[config.mk]
export PLATFORM = sky130hd
export DESIGN_NAME = hub75_frame_sched
export DESIGN_NICKNAME = d
export VERILOG_FILES = /design/src/rtl/hub75_pkg.sv /design/src/rtl/hub75_bcm_timer.sv /design/src/rtl/hub75_frame_sched.sv
export SDC_FILE = /design/constraint.sdc
export NUM_CORES = 1
export LEC_CHECK = 0
export ABC_CLOCK_PERIOD_IN_PS = 2070
export BUFFER_PORTS_ARGS = -buffer_cell sky130_fd_sc_hd__buf_2
export CORE_MARGIN = 2
export CORE_UTILIZATION = 40
export CTS_BUF_LIST = sky130_fd_sc_hd__clkbuf_16
export DETAILED_ROUTE_END_ITERATION = 12
export HOLD_SLACK_MARGIN = 0.06
export PLACE_DENSITY = 0.63
export SYNTH_ARGS = -nofsm -noshare
export SYNTH_HDL_FRONTEND = slang
export SYNTH_SLANG_ARGS = --single-unit
[constraint.sdc]
create_clock -name clk -period 2.07 [get_ports clk]
set_input_delay 0.3105 -clock clk [delete_from_list [all_inputs] [get_ports clk]]
set_output_delay 0.3105 -clock clk [all_outputs]
set_load 0.005 [all_outputs]
[src/rtl/hub75_pkg.sv]
// Shared definitions for the HUB75 panel scheduler: FSM state encoding and
// default panel geometry.
package hub75_pkg;

  typedef enum logic [2:0] {
    S_IDLE     = 3'd0,
    S_START    = 3'd1,
    S_WAIT_ACK = 3'd2,
    S_WAIT_TX  = 3'd3,
    S_DISPLAY  = 3'd4
  } sched_state_t;

  localparam int HPIXEL_DEFAULT   = 64;
  localparam int VPIXEL_DEFAULT   = 64;
  localparam int BPP_DEFAULT      = 8;
  localparam int SEGMENTS_DEFAULT = 2;

endpackage

[src/rtl/hub75_bcm_timer.sv]
// Binary-code-modulation on-time down-counter. Loaded with the number of
// OE-low cycles for the current bit-plane; done flags the final cycle.
module hub75_bcm_timer #(
  parameter int dcnt_w_p = 15
) (
  input  logic                clk,
  input  logic                rst_n,
  input  logic                load,
  input  logic [dcnt_w_p-1:0] load_val,
  output logic                done
);

  logic [dcnt_w_p-1:0] cnt;

  // Load on request, otherwise count down to zero and hold there
  always_ff @(posedge clk) begin
    if (!rst_n) begin
      cnt <= '0;
    end else if (load) begin
      cnt <= load_val;
    end else if (cnt != '0) begin
      cnt <= cnt - 1'b1;
    end
  end

  assign done = (cnt == dcnt_w_p'(1));

endmodule

[src/rtl/hub75_frame_sched.sv]
// HUB75 frame scheduler: walks rows and bit-planes, hands each row/plane to
// the colour shifter, then enables the panel for a BCM-weighted time.
module hub75_frame_sched
  import hub75_pkg::*;
#(
  parameter int hpixel_p   = HPIXEL_DEFAULT,
  parameter int vpixel_p   = VPIXEL_DEFAULT,
  parameter int bpp_p      = BPP_DEFAULT,
  parameter int segments_p = SEGMENTS_DEFAULT,
  localparam int rows_p          = vpixel_p / segments_p,
  localparam int row_w_p         = $clog2(rows_p),
  localparam int addr_width_p    = $clog2(hpixel_p * vpixel_p),
  localparam int pix_bit_width_p = $clog2(bpp_p),
  localparam int dcnt_w_p        = 8 + bpp_p - 1
) (
  input  logic                       clk,
  input  logic                       rst_n,
  input  logic                       i_enable,
  input  logic [7:0]                 i_base_time,
  input  logic                       i_tx_ready,
  output logic                       o_tx_start,
  output logic [addr_width_p-1:0]    o_init_addr,
  output logic [pix_bit_width_p-1:0] o_pix_bit,
  output logic [row_w_p-1:0]         o_row_addr,
  output logic                       o_oe_n,
  output logic                       o_frame_done,
  output logic                       o_busy
);

  localparam logic [row_w_p-1:0]         last_row = row_w_p'(rows_p - 1);
  localparam logic [pix_bit_width_p-1:0] last_bit = pix_bit_width_p'(bpp_p - 1);

  sched_state_t                state;
  logic [row_w_p-1:0]          row_q;
  logic [pix_bit_width_p-1:0]  bit_q;
  logic                        tmr_load;
  logic                        tmr_done;
  logic [dcnt_w_p-1:0]         tmr_val;

  // On-time for a plane: base time (zero treated as one) weighted by 2^bit.
  // Width 8+bpp-1 holds 255 << (bpp-1) exactly, so the shift never overflows.
  function automatic logic [dcnt_w_p-1:0] load_count(
    input logic [7:0]                 base,
    input logic [pix_bit_width_p-1:0] plane
  );
    logic [7:0] base_eff;
    base_eff   = (base == 8'd0) ? 8'd1 : base;
    load_count = dcnt_w_p'(base_eff) << plane;
  endfunction

  assign tmr_load = (state == S_WAIT_TX) && i_tx_ready;
  assign tmr_val  = load_count(i_base_time, bit_q);

  hub75_bcm_timer #(
    .dcnt_w_p (dcnt_w_p)
  ) u_timer (
    .clk      (clk),
    .rst_n    (rst_n),
    .load     (tmr_load),
    .load_val (tmr_val),
    .done     (tmr_done)
  );

  // Scheduler FSM with registered outputs; OE is only driven low while the
  // next state is DISPLAY, so shifting and row changes are always blanked
  always_ff @(posedge clk) begin
    if (!rst_n) begin
      state        <= S_IDLE;
      row_q        <= '0;
      bit_q        <= '0;
      o_tx_start   <= 1'b0;
      o_init_addr  <= '0;
      o_pix_bit    <= '0;
      o_row_addr   <= '0;
      o_oe_n       <= 1'b1;
      o_frame_done <= 1'b0;
      o_busy       <= 1'b0;
    end else begin
      o_tx_start   <= 1'b0;
      o_frame_done <= 1'b0;
      o_oe_n       <= 1'b1;
      case (state)
        S_IDLE: begin
          if (i_enable) begin
            row_q      <= '0;
            bit_q      <= '0;
            o_row_addr <= '0;
            o_busy     <= 1'b1;
            state      <= S_START;
          end
        end
        S_START: begin
          if (i_tx_ready) begin
            o_tx_start  <= 1'b1;
            o_init_addr <= addr_width_p'(row_q) * addr_width_p'(hpixel_p);
            o_pix_bit   <= bit_q;
            state       <= S_WAIT_ACK;
          end
        end
        S_WAIT_ACK: begin
          if (!i_tx_ready) begin
            state <= S_WAIT_TX;
          end
        end
        S_WAIT_TX: begin
          if (i_tx_ready) begin
            o_oe_n <= 1'b0;
            state  <= S_DISPLAY;
          end
        end
        S_DISPLAY: begin
          if (!tmr_done) begin
            o_oe_n <= 1'b0;
          end else if (bit_q != last_bit) begin
            bit_q <= bit_q + 1'b1;
            state <= S_START;
          end else if (row_q != last_row) begin
            bit_q      <= '0;
            row_q      <= row_q + 1'b1;
            o_row_addr <= row_q + 1'b1;
            state      <= S_START;
          end else begin
            o_frame_done <= 1'b1;
            bit_q        <= '0;
            row_q        <= '0;
            o_row_addr   <= '0;
            if (i_enable) begin
              state <= S_START;
            end else begin
              o_busy <= 1'b0;
              state  <= S_IDLE;
            end
          end
        end
        default: begin
          o_busy <= 1'b0;
          state  <= S_IDLE;
        end
      endcase
    end
  end

endmodule

==> metrics.md <==
| Metric | Value |
|---|---|
| Placed Cells | 394 |
| Max-cap violations | 0 |
| FF/Latch Area | 762 um2 |
| Delay-heaviest family, CP | simple AND/OR/NAND/NOR gates |
| Post-route DRC | 0 |
| Worst VDD drop | 0.812 mV |
| Vias in the first global route | 1979 |
| Final min period | 2030 ps |
| Seq/Total Area, Yosys | 0.339 |
| Final Setup Violations | 0 |
| Worst-Skew Late Latency | 280 ps |
| Met2 routed WL | 2.71 mm |
| Buf+Inv Stages, Crit Path | 0 |
| FFs w/ async S/R, synth | 0 |
| Metal3 WL | 268 um |
| Max Used Layer | met4 |
| Setup Skew | 3.59 ps |
| Switching power total | 964 uW |
| Switching Share | 0.351 |
| Critical path cell sequence | or4_4, nor4b_4, and3_4, or3b_4, o22ai_1 |
| Critical path type | reg -> reg |
| Required @ worst endpoint | 2280 ps |
| Post-synthesis cell area | 2240 um2 |
| Area growth syn-to-layout | 23.4% |
| Clock-pin transition on the worst setup and hold timing paths | 60 ps |
| Commonest non-fill, non-tap cell in the layout | nand2_1 |
| Via density | 5.51 |
| Chip height | 78.9 um |
| Via count | 2214 |
| Clk buf depth | 2 |
| Worst hold path type | in -> reg |
| Core area | 5470 um2 |
| Hold Vio Cnt, Final | 0 |
| GRT overflow | 0 |
| Num CTS Buffers | 5 |
| Largest net degree at the start of global routing | 17 |
| Unrepaired setup endpoints after global routing | yes |
| # rows | 27 |
| TNS Setup | 0 ps |
| Filler cells | 552 |
| Status | finished clean |
| Fin cells | 402 |
| Die area | 6220 um2 |
| Max Slew Vio Count | 0 |
| Post-route ant nets | 0 |
| CP max FO | 4 |
| Period utilization | 0.983 |
| Initial core utilization | 0.410 |
| CP max stage delay | 560 ps |
| Top FF cell, synth | dfxtp_1 |
| # clock sinks | 38 |
| Combinational power share | 0.394 |
| Total wire length | 5.84 mm |
| Max Fclk | 492 MHz |
| Initial DRC Count | 137 |
| Yosys Warn Count | 0 |
| Total track usage | 0.198 |
| Count of cell types in the netlist | 49 |
| Most frequent cells in the layout | nand2_1 (40), dfxtp_1 (37), buf_4 (30), buf_2 (28), nor2_1 (22) |
| I/O pin count | 36 |
| Pre-antenna DRT Iters | 4 |
| Post-layout nets | 347 |
| CP max stage cell | or4_4 |
| Initial antenna violation count | 0 |
| Met1 wire length | 2.64 mm |
| Chip Width | 78.9 um |
| Sequential power share | 0.333 |
| Crit path DAT | 2240 ps |
| Footprint of the multi-input gates | 1390 um2 |
| Pint | 1790 uW |
| Hpwl dp | 4.35 mm |
| Clk pwr share | 0.273 |
| Mapped Avg Cell Area | 7.96 um2 |
| DR WL/cell | 14.5 um |
| CTS tree | yes |
| H-tree depth | 2 |
| Buffers added on ports | 28 |
| First-pass GRT wire length | 9.67 mm |
| Gate Count Post-Synth | 282 |
| Worst Setup Start Kind | flip-flop |
| Number of diodes | 0 |
| Fraction of layout cells with a size suffix above 1 | 0.252 |
| Crit path capture type | flip-flop |
| EDFF count, synth | 0 |
| Placer Congestion | 0.853 |
| Pleak | 0.00116 uW |
| Root buf cell | clkbuf_16 |
| #FFs+latches synth | 38 |
| Power per cell area | 993 nW/um2 |
-- power by group through the flow --
stage	clock, uW	sequential, uW	combinational [uW]
2_1_floorplan	0	920	709
4_1_cts	758	906	1030
3_5_place_dp	0	922	1030
3_3_place_gp	0	920	1020
6_report	749	916	1080
5_1_grt	795	926	1200
-- tightest hold or removal path, delay by kind of cell --
kind                   cells  cell delay, ps
AOI/OAI and AO/OA          2             190
buffers and inverters      1             140
-- path summary, 6_finish.rpt --
| check | startpoint | to | slack (ps) | depth (start not counted) |
|---|---|---|---|---|
| setup / recovery | u_timer.cnt[3] | row_q[2] | 40 | 5 |
| hold / removal | i_enable | o_busy | 380 | 3 |
| setup reg to reg | u_timer.cnt[3] | row_q[2] | 40 | 5 |
| hold reg to reg | o_pix_bit[2] | o_pix_bit[2] | 450 | 2 |
-- cells by family (layout without fill, tap and decap cells) --
logic type / count (synthesis) / count (layout) / share of synthesized area
simple gates: 118 / 118 / 0.272
compound gates: 65 / 65 / 0.180
flops: 38 / 38 / 0.339
buf+inv: 30 / 72 / 0.0641
xor+xnor: 12 / 12 / 0.0469
mux: 12 / 12 / 0.0625
fa+ha+maj: 6 / 6 / 0.0335
other cells: 1 / 7 / 0.00167
-- timing repair --
| action | 4_1_cts | 5_1_grt |
|---|---|---|
| gates resized for setup | 0 | 9 |
| hold buffers | 0 | 0 |
| endpoints found under the setup margin | 0 | 12 |
| setup buffers | 0 | 0 |
-- registers in the layout (all words and copies together), names as in the netlist --
register,cells
u_timer.cnt,15
o_init_addr,5
row_q,5
bit_q,3
o_pix_bit,3
state,3
o_busy,1
o_frame_done,1
o_oe_n,1
o_tx_start,1
-- final cells by class --
| cell class | instances | area share |
|---|---|---|
| Tap cell | 72 | 0.0325 |
| Clock inverter | 3 | 0.00587 |
| Timing Repair Buffer | 58 | 0.132 |
| Sequential cell | 38 | 0.275 |
| Inverter | 6 | 0.00813 |
| Clock buffer | 5 | 0.0452 |
| Multi-Input combinational cell | 220 | 0.501 |
-- layer usage --
layer | global-route usage | vias to the layer above
met5 | 0 | -
met4 | 0.0948 | 0
met2 | 0.306 | 63
met3 | 0.0420 | 21
li1 | - | 1103
met1 | 0.263 | 1027
-- cell usage after synthesis, types with 3 or more instances --
master | count | share of area
or4_1 | 3 | 0.010
and3_1 | 3 | 0.0084
ha_1 | 6 | 0.033
nand4_1 | 8 | 0.022
mux2i_1 | 5 | 0.022
a211oi_1 | 9 | 0.030
nand3_1 | 8 | 0.018
o21ai_0 | 13 | 0.029
nor2_1 | 22 | 0.037
a31oi_1 | 6 | 0.017
xor2_1 | 9 | 0.035
buf_4 | 8 | 0.027
a21oi_1 | 22 | 0.049
and2_1 | 3 | 0.0084
nor3_1 | 9 | 0.020
dfxtp_1 | 38 | 0.34
inv_1 | 6 | 0.010
nand2_1 | 40 | 0.067
nor4_1 | 3 | 0.0084
or3_1 | 4 | 0.011
clkbuf_1 | 15 | 0.025
xnor2_1 | 3 | 0.012
mux2_2 | 6 | 0.030
-- through the flow --
step	util	power, uW	hold slack, ps	setup WS (ps)	area, um2
after global routing	0.506	2920	412	-65.0	2770
after global placement	0.475	1940	442	50.3	2600
final	0.506	2750	385	36.1	2770
after floorplan	-	1630	453	35.9	2270
after CTS	0.501	2700	376	7.16	2740
after detailed placement	0.475	1950	444	18.9	2600
Power figures use the tool's default switching activity.
